===== config.mk =====
export PLATFORM = sky130hd
export DESIGN_NAME = keypad_scanner
export DESIGN_NICKNAME = d
export VERILOG_FILES = /design/src/rtl/keypad_scanner.sv
export SDC_FILE = /design/constraint.sdc
export NUM_CORES = 1
export LEC_CHECK = 0
export ABC_AREA = 1
export ABC_CLOCK_PERIOD_IN_PS = 1600
export BUFFER_PORTS_ARGS = -buffer_cell sky130_fd_sc_hd__buf_2
export CAP_MARGIN = 30
export CORE_MARGIN = 2
export CORE_UTILIZATION = 40
export CTS_BUF_LIST = sky130_fd_sc_hd__clkbuf_4 sky130_fd_sc_hd__clkbuf_8
export CTS_CLUSTER_DIAMETER = 40
export CTS_CLUSTER_SIZE = 14
export DETAILED_ROUTE_END_ITERATION = 12
export PLACE_DENSITY_LB_ADDON = 0.08
export SLEW_MARGIN = 15
export SYNTH_ARGS = -nofsm -noshare
export SYNTH_HDL_FRONTEND = slang
export SYNTH_SLANG_ARGS = --single-unit

===== constraint.sdc =====
create_clock -name clk -period 1.6 [get_ports clk]
set_input_delay 0.32 -clock clk [delete_from_list [all_inputs] [get_ports clk]]
set_output_delay 0.32 -clock clk [all_outputs]
set_load 0.01 [all_outputs]

===== src/rtl/keypad_scanner.sv =====
// 4x4 hex keypad scanner: rotates an active-low row drive, debounces one key
// and emits a single registered hex digit per press, with a two-digit history.
module keypad_scanner #(
  parameter int SCAN_DIV        = 12_000,
  parameter int DEBOUNCE_CYCLES = 240_000
) (
  input  logic       clk,
  input  logic       reset,
  input  logic [3:0] cols,
  output logic [3:0] rows,
  output logic       key_valid,
  output logic [3:0] key_code,
  output logic [3:0] digit_new,
  output logic [3:0] digit_old
);

  localparam int DC_W = (SCAN_DIV > 1) ? $clog2(SCAN_DIV) : 1;
  localparam int BC_W = (DEBOUNCE_CYCLES > 1) ? $clog2(DEBOUNCE_CYCLES) : 1;
  localparam logic [DC_W-1:0] DC_LAST = DC_W'(SCAN_DIV - 1);
  localparam logic [BC_W-1:0] BC_LAST = BC_W'(DEBOUNCE_CYCLES - 1);
  localparam logic [DC_W-1:0] DC_ONE  = DC_W'(1);
  localparam logic [BC_W-1:0] BC_ONE  = BC_W'(1);

  typedef enum logic [1:0] {
    SCAN     = 2'd0,
    DEBOUNCE = 2'd1,
    HELD     = 2'd2,
    RELEASE  = 2'd3
  } state_t;

  state_t          state_r;
  logic [3:0]      sync1_r;
  logic [3:0]      cs_r;
  logic [3:0]      cap_r;
  logic [1:0]      r_r;
  logic [1:0]      col_r;
  logic [DC_W-1:0] dc_r;
  logic [BC_W-1:0] bc_r;

  function automatic logic one_low(input logic [3:0] v);
    case (v)
      4'b1110, 4'b1101, 4'b1011, 4'b0111: one_low = 1'b1;
      default:                            one_low = 1'b0;
    endcase
  endfunction

  function automatic logic [1:0] col_of(input logic [3:0] v);
    case (v)
      4'b1110: col_of = 2'd0;
      4'b1101: col_of = 2'd1;
      4'b1011: col_of = 2'd2;
      default: col_of = 2'd3;
    endcase
  endfunction

  function automatic logic [3:0] key_map(input logic [1:0] r, input logic [1:0] c);
    case ({r, c})
      4'h0: key_map = 4'h1;
      4'h1: key_map = 4'h2;
      4'h2: key_map = 4'h3;
      4'h3: key_map = 4'hA;
      4'h4: key_map = 4'h4;
      4'h5: key_map = 4'h5;
      4'h6: key_map = 4'h6;
      4'h7: key_map = 4'hB;
      4'h8: key_map = 4'h7;
      4'h9: key_map = 4'h8;
      4'hA: key_map = 4'h9;
      4'hB: key_map = 4'hC;
      4'hC: key_map = 4'hE;
      4'hD: key_map = 4'h0;
      4'hE: key_map = 4'hF;
      default: key_map = 4'hD;
    endcase
  endfunction

  // Two-flop synchronizer; idle (all released) value is all ones.
  always_ff @(posedge clk or negedge reset) begin
    if (!reset) begin
      sync1_r <= 4'b1111;
      cs_r    <= 4'b1111;
    end else begin
      sync1_r <= cols;
      cs_r    <= sync1_r;
    end
  end

  // Scan / debounce / hold / release FSM; rows is kept as a rotating one-cold copy of r_r.
  always_ff @(posedge clk or negedge reset) begin
    if (!reset) begin
      state_r   <= SCAN;
      r_r       <= 2'd0;
      rows      <= 4'b1110;
      col_r     <= 2'd0;
      cap_r     <= 4'b1111;
      dc_r      <= '0;
      bc_r      <= '0;
      key_valid <= 1'b0;
      key_code  <= 4'h0;
      digit_new <= 4'h0;
      digit_old <= 4'h0;
    end else begin
      key_valid <= 1'b0;
      case (state_r)
        SCAN: begin
          if (dc_r == DC_LAST) begin
            if (one_low(cs_r)) begin
              cap_r   <= cs_r;
              col_r   <= col_of(cs_r);
              bc_r    <= '0;
              state_r <= DEBOUNCE;
            end else begin
              r_r  <= r_r + 2'd1;
              rows <= {rows[2:0], rows[3]};
              dc_r <= '0;
            end
          end else begin
            dc_r <= dc_r + DC_ONE;
          end
        end
        DEBOUNCE: begin
          if (cs_r != cap_r) begin
            r_r     <= r_r + 2'd1;
            rows    <= {rows[2:0], rows[3]};
            dc_r    <= '0;
            state_r <= SCAN;
          end else if (bc_r == BC_LAST) begin
            key_valid <= 1'b1;
            key_code  <= key_map(r_r, col_r);
            digit_old <= digit_new;
            digit_new <= key_map(r_r, col_r);
            state_r   <= HELD;
          end else begin
            bc_r <= bc_r + BC_ONE;
          end
        end
        HELD: begin
          if (cs_r == 4'b1111) begin
            bc_r    <= '0;
            state_r <= RELEASE;
          end else begin
            state_r <= HELD;
          end
        end
        RELEASE: begin
          if (cs_r != 4'b1111) begin
            state_r <= HELD;
          end else if (bc_r == BC_LAST) begin
            r_r     <= r_r + 2'd1;
            rows    <= {rows[2:0], rows[3]};
            dc_r    <= '0;
            state_r <= SCAN;
          end else begin
            bc_r <= bc_r + BC_ONE;
          end
        end
        default: begin
          state_r <= SCAN;
          dc_r    <= '0;
        end
      endcase
    end
  end

endmodule


-- Word-level counts from Yosys, hierarchy flattened
Memories as Yosys holds them, arrays and structs flattened. A register that Yosys moved wholly into a read port is not among the register bits.
Index checks and enable logic that the tools add are counted.
- bitwise logic cells: 1
- $add $sub $neg: 3
- muxes and demuxes: 40
- reductions and logical operators: 11
- equal/unequal tests: 23
- operator list (kind ; count):
    2-to-1 mux 18 bit ; 6
    case mux 18 bit (4 select lines) ; 1
    2-to-1 mux 14 bit ; 5
    case mux 14 bit (3 select lines) ; 1
    2-to-1 mux 2 bit ; 11
    2-to-1 mux 4 bit ; 5
    adder 18 x 1 -> 18 bit, second input constant ; 1
    == test 18 bit, second input constant ; 1
    == test 4 bit, second input constant ; 4
    != test 2 bit, second input constant ; 8
    adder 14 x 1 -> 14 bit, second input constant ; 1
    == test 14 bit, second input constant ; 1
    case mux 2 bit (3 select lines) ; 2
    case mux 4 bit (3 select lines) ; 1
    AND reduction 5 bit ; 2
    != test 3 bit, second input constant ; 3
    case mux 2 bit (4 select lines) ; 1
    2-to-1 mux 1 bit ; 7
    AND reduction 3 bit ; 2
    AND reduction 6 bit ; 1
    == test 2 bit, second input constant ; 2
    == test 4 x 3 -> 1 bit, second input constant ; 1
    != test 4 bit ; 1
    != test 4 bit, second input constant ; 1
    other kinds (8) ; 9
- bits in registers: 59
- output and inout port bits: 17
- memory bits (read-only): 128
- memories: 2
- bits of input ports: 6
- memories (memory ; words ; bits a word ; rd ports ; clocked after memory_dff ; wr ports ; line ; source):
    (no name shown) ; 16 ; 4 ; 1 ; 1 ; 0 ; 57 ; case ({r, c})
    (no name shown) ; 16 ; 4 ; 1 ; 1 ; 0 ; 57 ;

-- Longest topological paths before layout
Gate-level depths: netlist (run 1).
- word-level depth: 8
- depth in mapped cells: 11
- mapped depth without buffers: 11

-- Worst setup path before layout (run 1)
No wires, ideal clock.
- path type: reg-to-reg
- from: register bc_r[0]
- to: register dc_r[10]
- required time: 1.480 ns
- clock period less this slack: 1.630 ns
- slack: -0.030 ns
- stages on the path, launching flop included: 12
- arrival time: 1.510 ns
- setup time: 0.120 ns
- buffers on the path: 1
- cells stage by stage: dfrtp_1 ha_1 nand2_1 nor2_2 nand2_1 nor2_4 nor2_4 nor2_8 nand2_4 buf_6 nand2_1 nand2_1
- word-level cells in the longest chain between the ends: 3
- ends and longest elaborated chain (item ; line ; source):
    from (decl) ; 38 ; logic [BC_W-1:0] bc_r;
    from (signal assigned) ; 134 ; bc_r <= bc_r + BC_ONE;
    from (signal assigned) ; 154 ; bc_r <= bc_r + BC_ONE;
    == test 18 bit ; 148 ; end else if (bc_r == BC_LAST) begin
    != test 2 bit (no source line) ; - ;
    AND reduction 5 bit (no source line) ; - ;
    to (signal assigned) ; 118 ; dc_r <= dc_r + DC_ONE;
    to (decl) ; 37 ; logic [DC_W-1:0] dc_r;
No other way between the ends.
A chain may end at the register's enable or synchronous reset.

-- Final worst setup path (run 1)
- from: register cs_r[1]
- to: register bc_r[7]
- word-level cells in the longest chain between the ends: 7
- ends and longest elaborated chain (item ; line ; source):
    from (decl) ; 33 ; logic [3:0] cs_r;
    from (signal assigned) ; 84 ; cs_r <= sync1_r;
    == test 4 bit or == test 4 x 3 -> 1 bit (tied branches) ; 41 ; case (v)
    OR reduction 4 bit ; 41 ;
    2-to-1 mux 1 bit ; 41 ;
    2-to-1 mux 1 bit ; 106 ; if (dc_r == DC_LAST) begin
    2-to-1 mux 1 bit ; 104 ; case (state_r)
    != test 2 bit (no source line) ; - ;
    AND reduction 5 bit (no source line) (*) ; - ;
Every way passes the cells marked *; elsewhere a longest branch is shown, timed or not. The select of a mux whose other input is x is not followed.

==> impl_metrics.csv, run 1 <==
group,metric,value,unit
layout,insertedDiodeCount,0,
worst_setup_path,cp-end-kind,"register",
worst_setup_path,critPathArrivalTime,1.90,ns
worst_setup_path,crit_fanout,10,
worst_setup_path,critPathMaxStageDelay,0.59,ns
pwr,power_density,648,nW/µm²
die,die_h,101,µm
grt,antenna_found_initial,0,
grt,grt_pass1_vias,3354,
die,core,9200,µm²
die,io_pins,23,
yosys,synth_edf_count,0,
clock_network,clock_path_buffers,2,
sta,hold_viol,0,
layout,nFillCells,874,
yosys,synth_top_area_cell,"dfrtp_1",
place,portBuffers,22,
yosys,async_reset_ff_frac,1.00,
grt,grt_pass1_wl,15200,µm
die,fp.dieW,101,µm
flow_run,maxCapViolCount,0,
yosys,syn_avg_cell_area,7.39,µm²
yosys,yosysSeqAreaShare,0.421,
sta,rsz0062_at_grt,"yes",
clock_network,cts_root_buf,"clkbuf_8",
sta,finClkSkew,0.00798,ns
clock_network,clkTransAtPathRegs,0.08,ns
sta,setup_viol,28,
layout,seq_area,1600,µm²
layout,area_growth,31.4,%
pwr,pwr-share-seq,0.502,
yosys,ys.flop_type,"dfrtp_1",
pwr,p_clk_frac,0.455,
routing,drtIter0Drc,132,
die,start_util,0.412,
routing,dr.pass1.iters,4,
clock_network,clock_latency,0.35,ns
grt,grt_max_degree,64,
pwr,swShare,0.247,
yosys,synth_cells,513,
grt,grt_overflow,0,
layout,final_cell_mix,"nand2_1, nor2_1, buf_4",
yosys,synth_warnings,0,
worst_setup_path,cp_slowest_cell,"dfstp_2",
yosys,netlist.area_leader.share,0.317,
clock_network,cts_tree,"done",
worst_setup_path,required,1.84,ns
routing,wl_per_cell,12.2,µm
place,place_inst,688,
place,finalWeightedCongestion,0.806,
layout,final_nets,612,
pwr,switchingPower,797,µW
die,die_area,10300,µm²
status,violations,"negative setup slack",
sta,setup_ws,-0.0625,ns
layout,final_util,0.542,
routing,vias,3390,
routing,drt-total-wl,8740,µm
grt,gr-usage-all-layers,0.186,
routing,drc,0,
worst_setup_path,path_cells,"nand2_1 > nor2_2 > nor2_2 > buf_4 > nand3_2 > nand3_4 > buf_12 > o21bai_1 > nand2_1",
worst_setup_path,start_kind,"register",
pwr,p_leak,0.00251,µW
pwr,finalPower,3230,µW
routing,via_per_inst,4.74,
sta,max_freq,0.601,GHz
sta,slew_violations,0,
sta,fin_crit,1.66,ns
yosys,ys_seq_elements,63,
yosys,syn_area,3790,µm²
sta,maxSlewHeadroom,0.739,
clock_network,cts_buffers,9,
pwr,ir_drop,0.000359,V
pwr,p_int,2430,µW
layout,finalNonFillerCells,715,
yosys,synth_area_leaders,"dfrtp_1, nand2_1, dfstp_2",
yosys,syn_nets,526,
sta,worst_pin_slew,0.391,ns
layout,layout_commonest_cell,"nand2_1",
layout,drive_above_1_share,0.339,
yosys,synth_cell_types,32,
min_path,hold_class,"in2reg",
clock_network,cts_sinks,63,
sta,finalCritPeriodShare,1.04,
layout,multi_input_area,2140,µm²
pwr,pwr-share-comb,0.043,
worst_setup_path,crit_type,"reg2reg",
clock_network,htreeDepth,3,
die,num_rows,35,
place,dp_hpwl,5970,µm
routing,final_antenna_net_count,0,
status,outcome,"finished, violations left",
[power by group through the flow]
stage	combinational, µW	clock [µW]	sequential (µW)
floorplan	38.9	0	1650
finish	139	1470	1620
detailed placement	109	0	1650
global placement	107	0	1650
CTS	124	1510	1620
global route	156	1580	1620
[synth_stat cells (5+ instances only)]
| cell type | instances |
|---|---|
| nand2_1 | 183 |
| nor2_1 | 63 |
| inv_1 | 54 |
| dfrtp_1 | 48 |
| nand3_1 | 35 |
| dfstp_2 | 15 |
| xor2_1 | 13 |
| o21ai_0 | 11 |
| a21oi_1 | 10 |
| o21bai_2 | 10 |
| o21bai_1 | 8 |
| buf_4 | 7 |
| ha_1 | 7 |
| nor2_2 | 7 |
| inv_2 | 6 |
| nand4_1 | 5 |
[cell type report]
class	count	share of cell area
Multi-Input combinational cell	380	0.429
Sequential cell	63	0.320
Timing Repair Buffer	85	0.136
Inverter	60	0.0457
Tap cell	111	0.0279
Clock buffer	10	0.0276
Clock inverter	6	0.0136
[cells by family (layout without fill, tap and decap cells)]
logic type,count (synthesis),in the layout,share of synthesized area
AND/OR/NAND/NOR,314,317,0.359
flip-flops,63,63,0.421
AO/OA/AOI/OAI,42,42,0.0809
buffers and inverters,73,161,0.0842
adder cells (fa/ha/maj),7,7,0.0231
XOR/XNOR,14,14,0.0323
[path summary, 6_finish.rpt]
path,start,end,slack (ns),cells past startpoint
worst max-delay path,cs_r[1],bc_r[7],-0.06,9
worst min-delay path,cols[1],sync1_r[1],0.06,1
worst max register to register,cs_r[1],bc_r[7],-0.06,9
worst min register to register,sync1_r[0],cs_r[0],0.36,0
max in group asynchronous,reset,cap_r[2],0.77,3
min in group asynchronous,reset,key_valid,0.51,3
[critical path: cells and delay by family (launching register included)]
kind,cells,cell delay [ns]
AND/OR/NAND/NOR,6,0.53
AO/OA/AOI/OAI,1,0.13
flip-flops,1,0.59
buffers and inverters,2,0.29
[sequential cells by signal, summed over array words and instances, names as in the netlist]
name	count
bc_r	18
dc_r	14
cap_r	4
cs_r	4
digit_new	4
digit_old	4
rows	4
sync1_r	4
col_r	2
r_r	2
state_r	2
key_valid	1
[through the flow]
stage / setup TNS, ns / cell area [µm²] / setup slack, ns / hold WS (ns)
detailed placement: -5.58 / 4410 / -0.159 / 0.347
floorplan: -0.000345 / 3800 / -0.000345 / 0.0244
finish: -0.763 / 4980 / -0.0625 / 0.0592
CTS: -0.541 / 4830 / -0.0511 / 0.0411
global placement: -4.68 / 4410 / -0.146 / 0.347
global route: -6.51 / 4980 / -0.166 / 0.0347
[per-layer routing]
layer  track usage  part of all wire
met1         0.232              0.46
met5             0                 0
met2         0.323              0.50
met3        0.0283             0.028
met4        0.0696             0.016
[timing repair]
item | in CTS | in global routing
gates resized for setup | 41 | 39
gates cloned | 3 | 2
setup endpoints to repair | 53 | 55
hold buffers | 1 | 0
endpoints found under the hold margin | 25 | 0
pin swaps | 9 | 14
buffers inserted | 4 | 1
Note: power is estimated with default switching activity, not from simulation.
==> run 2: changes to the inputs <==
Settings changed: TNS_END_PERCENT set to 50.
==> run 2 against run 1 <==
Against the previous run:
- the run still ends with negative setup slack left
- clock-buffer cell count is the same
- combinational power shrank 17%
- register-to-register slack is essentially flat
- fmax grew 0.55%
- routed wire length shrank 3.4%
- die area is the same
- clock power is essentially flat
- total power shrank 0.91%
- final cell count shrank 0.70%
==> impl_metrics.csv, run 2 (synthesis gave the netlist of run 1 again) <==
group,metric,value,unit
worst_setup_path,cp-end-kind,"register",
min_path,min_to,"sync1_r[1]",
worst_setup_path,crit_type,"reg2reg",
worst_setup_path,timing.rr.start,"cs_r[1]",
routing,vias,3370,
grt,antenna_found_initial,0,
routing,via_per_inst,4.75,
place,place_area,4410,µm²
grt,grt_pass1_wl,14900,µm
pwr,finalPower,3200,µW
sta,setup_viol,32,
grt,grt_max_degree,64,
routing,final_antenna_net_count,0,
clock_network,clock_latency,0.35,ns
worst_setup_path,crit_fanout,19,
pwr,power_density,661,nW/µm²
status,violations,"negative setup slack",
worst_setup_path,critPathArrivalTime,1.89,ns
layout,drive_above_1_share,0.314,
layout,insertedDiodeCount,0,
layout,final_cell_mix,"nand2_1, buf_4, inv_1",
die,num_rows,35,
sta,tns,-0.587,ns
sta,finClkSkew,0.00956,ns
clock_network,cts_tree,"done",
sta,setup_ws,-0.0535,ns
layout,area_growth,27.7,%
sta,rsz0062_at_grt,"yes",
clock_network,cts_sinks,63,
layout,largestRegisters,"bc_r (18), dc_r (14)",
layout,top_register,"bc_r",
place,portBuffers,22,
routing,dr.pass1.iters,4,
min_path,worstHoldStart,"cols[1]",
die,die_h,101,µm
die,start_util,0.412,
layout,largest_reg_flops,18,
worst_setup_path,required,1.84,ns
worst_setup_path,start_kind,"register",
pwr,ir_drop,0.000345,V
clock_network,cts_root_buf,"clkbuf_8",
sta,maxSlewHeadroom,0.738,
place,finalWeightedCongestion,0.806,
grt,gr-usage-all-layers,0.183,
die,die_area,10300,µm²
min_path,hold_class,"in2reg",
layout,final_area,4840,µm²
layout,finalNonFillerCells,710,
min_path,whs_path_depth,1,
sta,slew_violations,0,
worst_setup_path,ff2ff_setup_slack,-0.05,ns
flow_run,maxCapViolCount,0,
routing,drtIter0Drc,115,
sta,max_freq,0.605,GHz
layout,layout_commonest_cell,"nand2_1",
routing,drt-total-wl,8440,µm
place,dp_hpwl,5970,µm
worst_setup_path,reg2reg_depth,9,
sta,worst_pin_slew,0.393,ns
die,fp.dieW,101,µm
routing,wl_per_cell,11.9,µm
clock_network,clock_path_buffers,2,
routing,drc,0,
clock_network,clkTransAtPathRegs,0.08,ns
status,outcome,"finished, violations left",
grt,grt_overflow,0,
worst_setup_path,crit_buf_inv,2,
worst_setup_path,critPathMaxStageDelay,0.58,ns
pwr,p_leak,0.00246,µW
sta,fin_crit,1.65,ns
grt,grt_pass1_vias,3292,
layout,final_nets,607,
die,core,9200,µm²
clock_network,cts_buffers,9,
sta,hold_viol,0,
worst_setup_path,path_cells,"nand2_1 > nor2_2 > nor2_2 > buf_4 > nand3_2 > nand3_2 > buf_12 > o21bai_1 > nand2_1",
die,io_pins,23,
worst_setup_path,cp_slowest_cell,"dfstp_2",
clock_network,htreeDepth,3,
sta,finalCritPeriodShare,1.03,
worst_setup_path,r2r-end,"bc_r[7]",
worst_setup_path,crit_family,"flip-flops",
place,place_inst,688,
run 2: changes by cell type in the layout (fill, tap and decap cells not counted), sizes merged:
cell / before / now
clkbuf: 11 / 10
nand2: 192 / 191
buf: 83 / 80
run 2: layout make-up:
type                       instances  area, µm²
fill                             886       4360
multi-input combinational        379       2060
sequential                        63       1600
timing repair buffer              81        613
inverter                          60        225
tap                              111        139
clock buffer                      10        138
clock inverter                     6       67.6
run 2: power by group:
part	internal (µW)	total (µW)	leakage (µW)	switching, µW
clock network	771	1470	0.000107	694
logic	35.9	115	0.00154	79.3
registers	1610	1620	0.000813	9.25
run 2: worst max-delay path by stage:
| stage | startpoint | to | slack [ns] | cells after the start |
|---|---|---|---|---|
| finish | cs_r[1] | bc_r[7] | -0.05 | 9 |
| global route | cs_r[2] | bc_r[3] | -0.18 | 10 |
| CTS | cs_r[2] | rows[2] | -0.08 | 9 |
| detailed placement | bc_r[1] | bc_r[6] | -0.16 | 8 |
| global placement | bc_r[1] | bc_r[6] | -0.15 | 10 |
| floorplan | bc_r[0] | dc_r[10] | -0.0003 | 11 |
run 2: per-stage QoR:
step                setup WS (ns)  utilization  hold slack, ns
CTS                       -0.0821        0.516          0.0411
global route               -0.179        0.526          0.0347
detailed placement         -0.159        0.480           0.347
floorplan               -0.000345            -          0.0244
global placement           -0.146        0.480           0.347
finish                    -0.0535        0.526          0.0580
run 2: repair_timing:
action | CTS | global route
hold buffers | 1 | 0
gates resized for setup | 26 | 29
setup buffers | 1 | 1
setup endpoints to repair | 53 | 54
cloned | 2 | 1
pin swaps | 7 | 8
endpoints found under the hold margin | 25 | 0
run 2: metal layers:
layer | track usage | up-vias | part of all wire
li1 | - | 1754 | -
met1 | 0.231 | 1557 | 0.47
met2 | 0.315 | 46 | 0.49
met3 | 0.0283 | 13 | 0.021
met4 | 0.0696 | 0 | 0.018
met5 | 0 | - | 0
==> run 3: changes to the inputs <==
Settings changed: ABC_CLOCK_PERIOD_IN_PS 1600 to 1900, REMOVE_ABC_BUFFERS set to 1.
Clock period 1.6 ns to 1.9 ns, I/O delays scaled along.
==> run 3 against run 2 <==
Against the previous run:
- the flow now finishes without violations
- clock skew grew 0.0018 ns
- non-clock buffer count shrank 45
- worst hold slack lost 0.043 ns
- largest cell class unchanged
- clock-buffer cell count shrank 1
- critical path type unchanged
- via count shrank 4.2%
- worst setup slack gained 0.14 ns
==> impl_metrics.csv, run 3 (synthesis gave the netlist of run 1 again) <==
group,metric,value,unit
worst_setup_path,start_kind,"register",
worst_setup_path,reg2reg_depth,7,
grt,use_met2,0.298,
routing,final_antenna_net_count,0,
layout,finalNonFillerCells,665,
routing,drc,0,
clock_network,clock_latency,0.35,ns
routing,dr.pass1.iters,5,
routing,drt-total-wl,8260,µm
min_path,hold_class,"in2async",
die,core,9200,µm²
grt,grt_pass1_vias,3171,
worst_setup_path,crit_fanout,10,
grt,antenna_found_initial,0,
worst_setup_path,critPathArrivalTime,2.09,ns
worst_setup_path,required,2.18,ns
clock_network,cts_sinks,63,
grt,grt_use_met3,0.0269,
sta,hold_ws,0.0152,ns
worst_setup_path,r2r-end,"rows[2]",
layout,insertedDiodeCount,0,
routing,wl_per_cell,12.4,µm
grt,gr-usage-all-layers,0.174,
sta,finalCritPeriodShare,0.953,
routing,via_per_inst,4.86,
place,portBuffers,22,
worst_setup_path,cp-end-kind,"register",
routing,drtIter0Drc,91,
worst_setup_path,ff2ff_setup_slack,0.09,ns
worst_setup_path,critPathMaxStageDelay,0.58,ns
pwr,p_leak,0.00218,µW
die,die_area,10300,µm²
clock_network,clock_path_buffers,2,
grt,top_usage_layer,"met2",
sta,max_freq,0.552,GHz
place,dp_hpwl,5860,µm
clock_network,cts_root_buf,"clkbuf_8",
layout,final_cell_mix,"nand2_1, nor2_1, inv_1",
die,start_util,0.412,
worst_setup_path,worstSetupStartpoint,"cs_r[2]",
sta,setup_viol,0,
flow_run,maxCapViolCount,0,
worst_setup_path,path_cells,"nand4_1 > o21ai_0 > nand2_1 > nor2_8 > buf_4 > nand3_1 > nand2_1",
sta,worst_pin_slew,0.551,ns
layout,largestRegisters,"bc_r (18), dc_r (14)",
layout,largest_reg_flops,18,
die,num_rows,35,
sta,hold_viol,0,
sta,slew_violations,0,
worst_setup_path,cp_slowest_cell,"dfstp_2",
routing,vias,3230,
layout,final_nets,562,
layout,layout_commonest_cell,"nand2_1",
die,io_pins,23,
clock_network,htreeDepth,3,
clock_network,clkTransAtPathRegs,0.08,ns
place,place_inst,642,
sta,fin_crit,1.81,ns
clock_network,postCtsHoldBufs,0,
worst_setup_path,cpMostUsedCell,"nand2_1",
clock_network,cts_tree,"done",
sta,rsz0062_at_grt,"yes",
layout,drive_above_1_share,0.204,
worst_setup_path,crit_type,"reg2reg",
layout,area_growth,15.7,%
status,outcome,"finished clean",
die,die_h,101,µm
pwr,power_density,632,nW/µm²
layout,nFillCells,945,
sta,maxSlewHeadroom,0.633,
grt,grt_overflow,0,
pwr,ir_drop,0.000288,V
grt,grt_pass1_wl,14300,µm
grt,grt_max_degree,23,
layout,top_register,"bc_r",
clock_network,cts_buffers,9,
die,fp.dieW,101,µm
sta,finClkSkew,0.0114,ns
worst_setup_path,cp-endpoint,"rows[2]",
grt,grt.met1_usage,0.222,
worst_setup_path,timing.rr.start,"cs_r[2]",
place,finalWeightedCongestion,0.861,
## run 3: changes by cell type in the layout (fill, tap and decap cells not counted), sizes merged
cell and change:
clkbuf -1, clkinvlp +2, inv -1, clkinv -1, dlygate4sd3 -1, buf -44, bufinv +1
## run 3: final cells by class
cell class | instances | area (µm²) | share of cell area
clock buffer | 9 | 124 | 0.0282
multi-input combinational | 379 | 1950 | 0.445
timing repair buffer | 36 | 253 | 0.0576
sequential | 63 | 1600 | 0.364
tap | 111 | 139 | 0.0317
clock inverter | 7 | 96.3 | 0.0220
inverter | 60 | 225 | 0.0514
## run 3: worst min-delay path by stage
| stage | start | endpoint | slack [ns] | cells after the start |
|---|---|---|---|---|
| after floorplan | reset | bc_r[0] | 0.08 | 0 |
| after global placement | sync1_r[3] | cs_r[3] | 0.35 | 0 |
| after detailed placement | sync1_r[1] | cs_r[1] | 0.35 | 0 |
| after CTS | reset | dc_r[7] | 0.03 | 1 |
| after global routing | reset | dc_r[7] | 0.05 | 1 |
| final | reset | digit_old[3] | 0.02 | 1 |
## run 3: per-stage QoR
stage          power (µW)  TNS, ns   util  setup slack, ns  area, µm²
2_1_floorplan        1420        0      -            0.121       3700
3_3_place_gp         1480  -0.0321  0.441         -0.00842       4050
3_5_place_dp         1480   -0.185  0.441          -0.0226       4050
4_1_cts              2810        0  0.465           0.0289       4280
5_1_grt              2870   -0.112  0.477          -0.0223       4390
6_report             2770        0  0.477           0.0893       4390
## run 3: critical path, delay by kind of cell, from the launching register on
kind / cells / cell delay, ns
buf+inv: 1 / 0.19
simple gates: 5 / 0.78
flops: 1 / 0.58
compound gates: 1 / 0.21
## run 3: repair_timing
item                                    CTS  global route
pin swaps                                 1             2
setup buffers                             0             5
resized for setup                         1            10
gates cloned                              0             2
endpoints found under the setup margin   14            48
## run 3: metal layers
metal / wire length [µm] / up-vias
met5: 0 / -
met4: 117 / 0
met3: 248 / 12
met2: 4000 / 54
met1: 3880 / 1507
li1: - / 1657
## run 3: report_power, final
group          internal (µW)  total [µW]  switching, µW
Sequential              1360        1360           6.98
Clock                    741        1320            576
Combinational           26.9        90.3           63.3
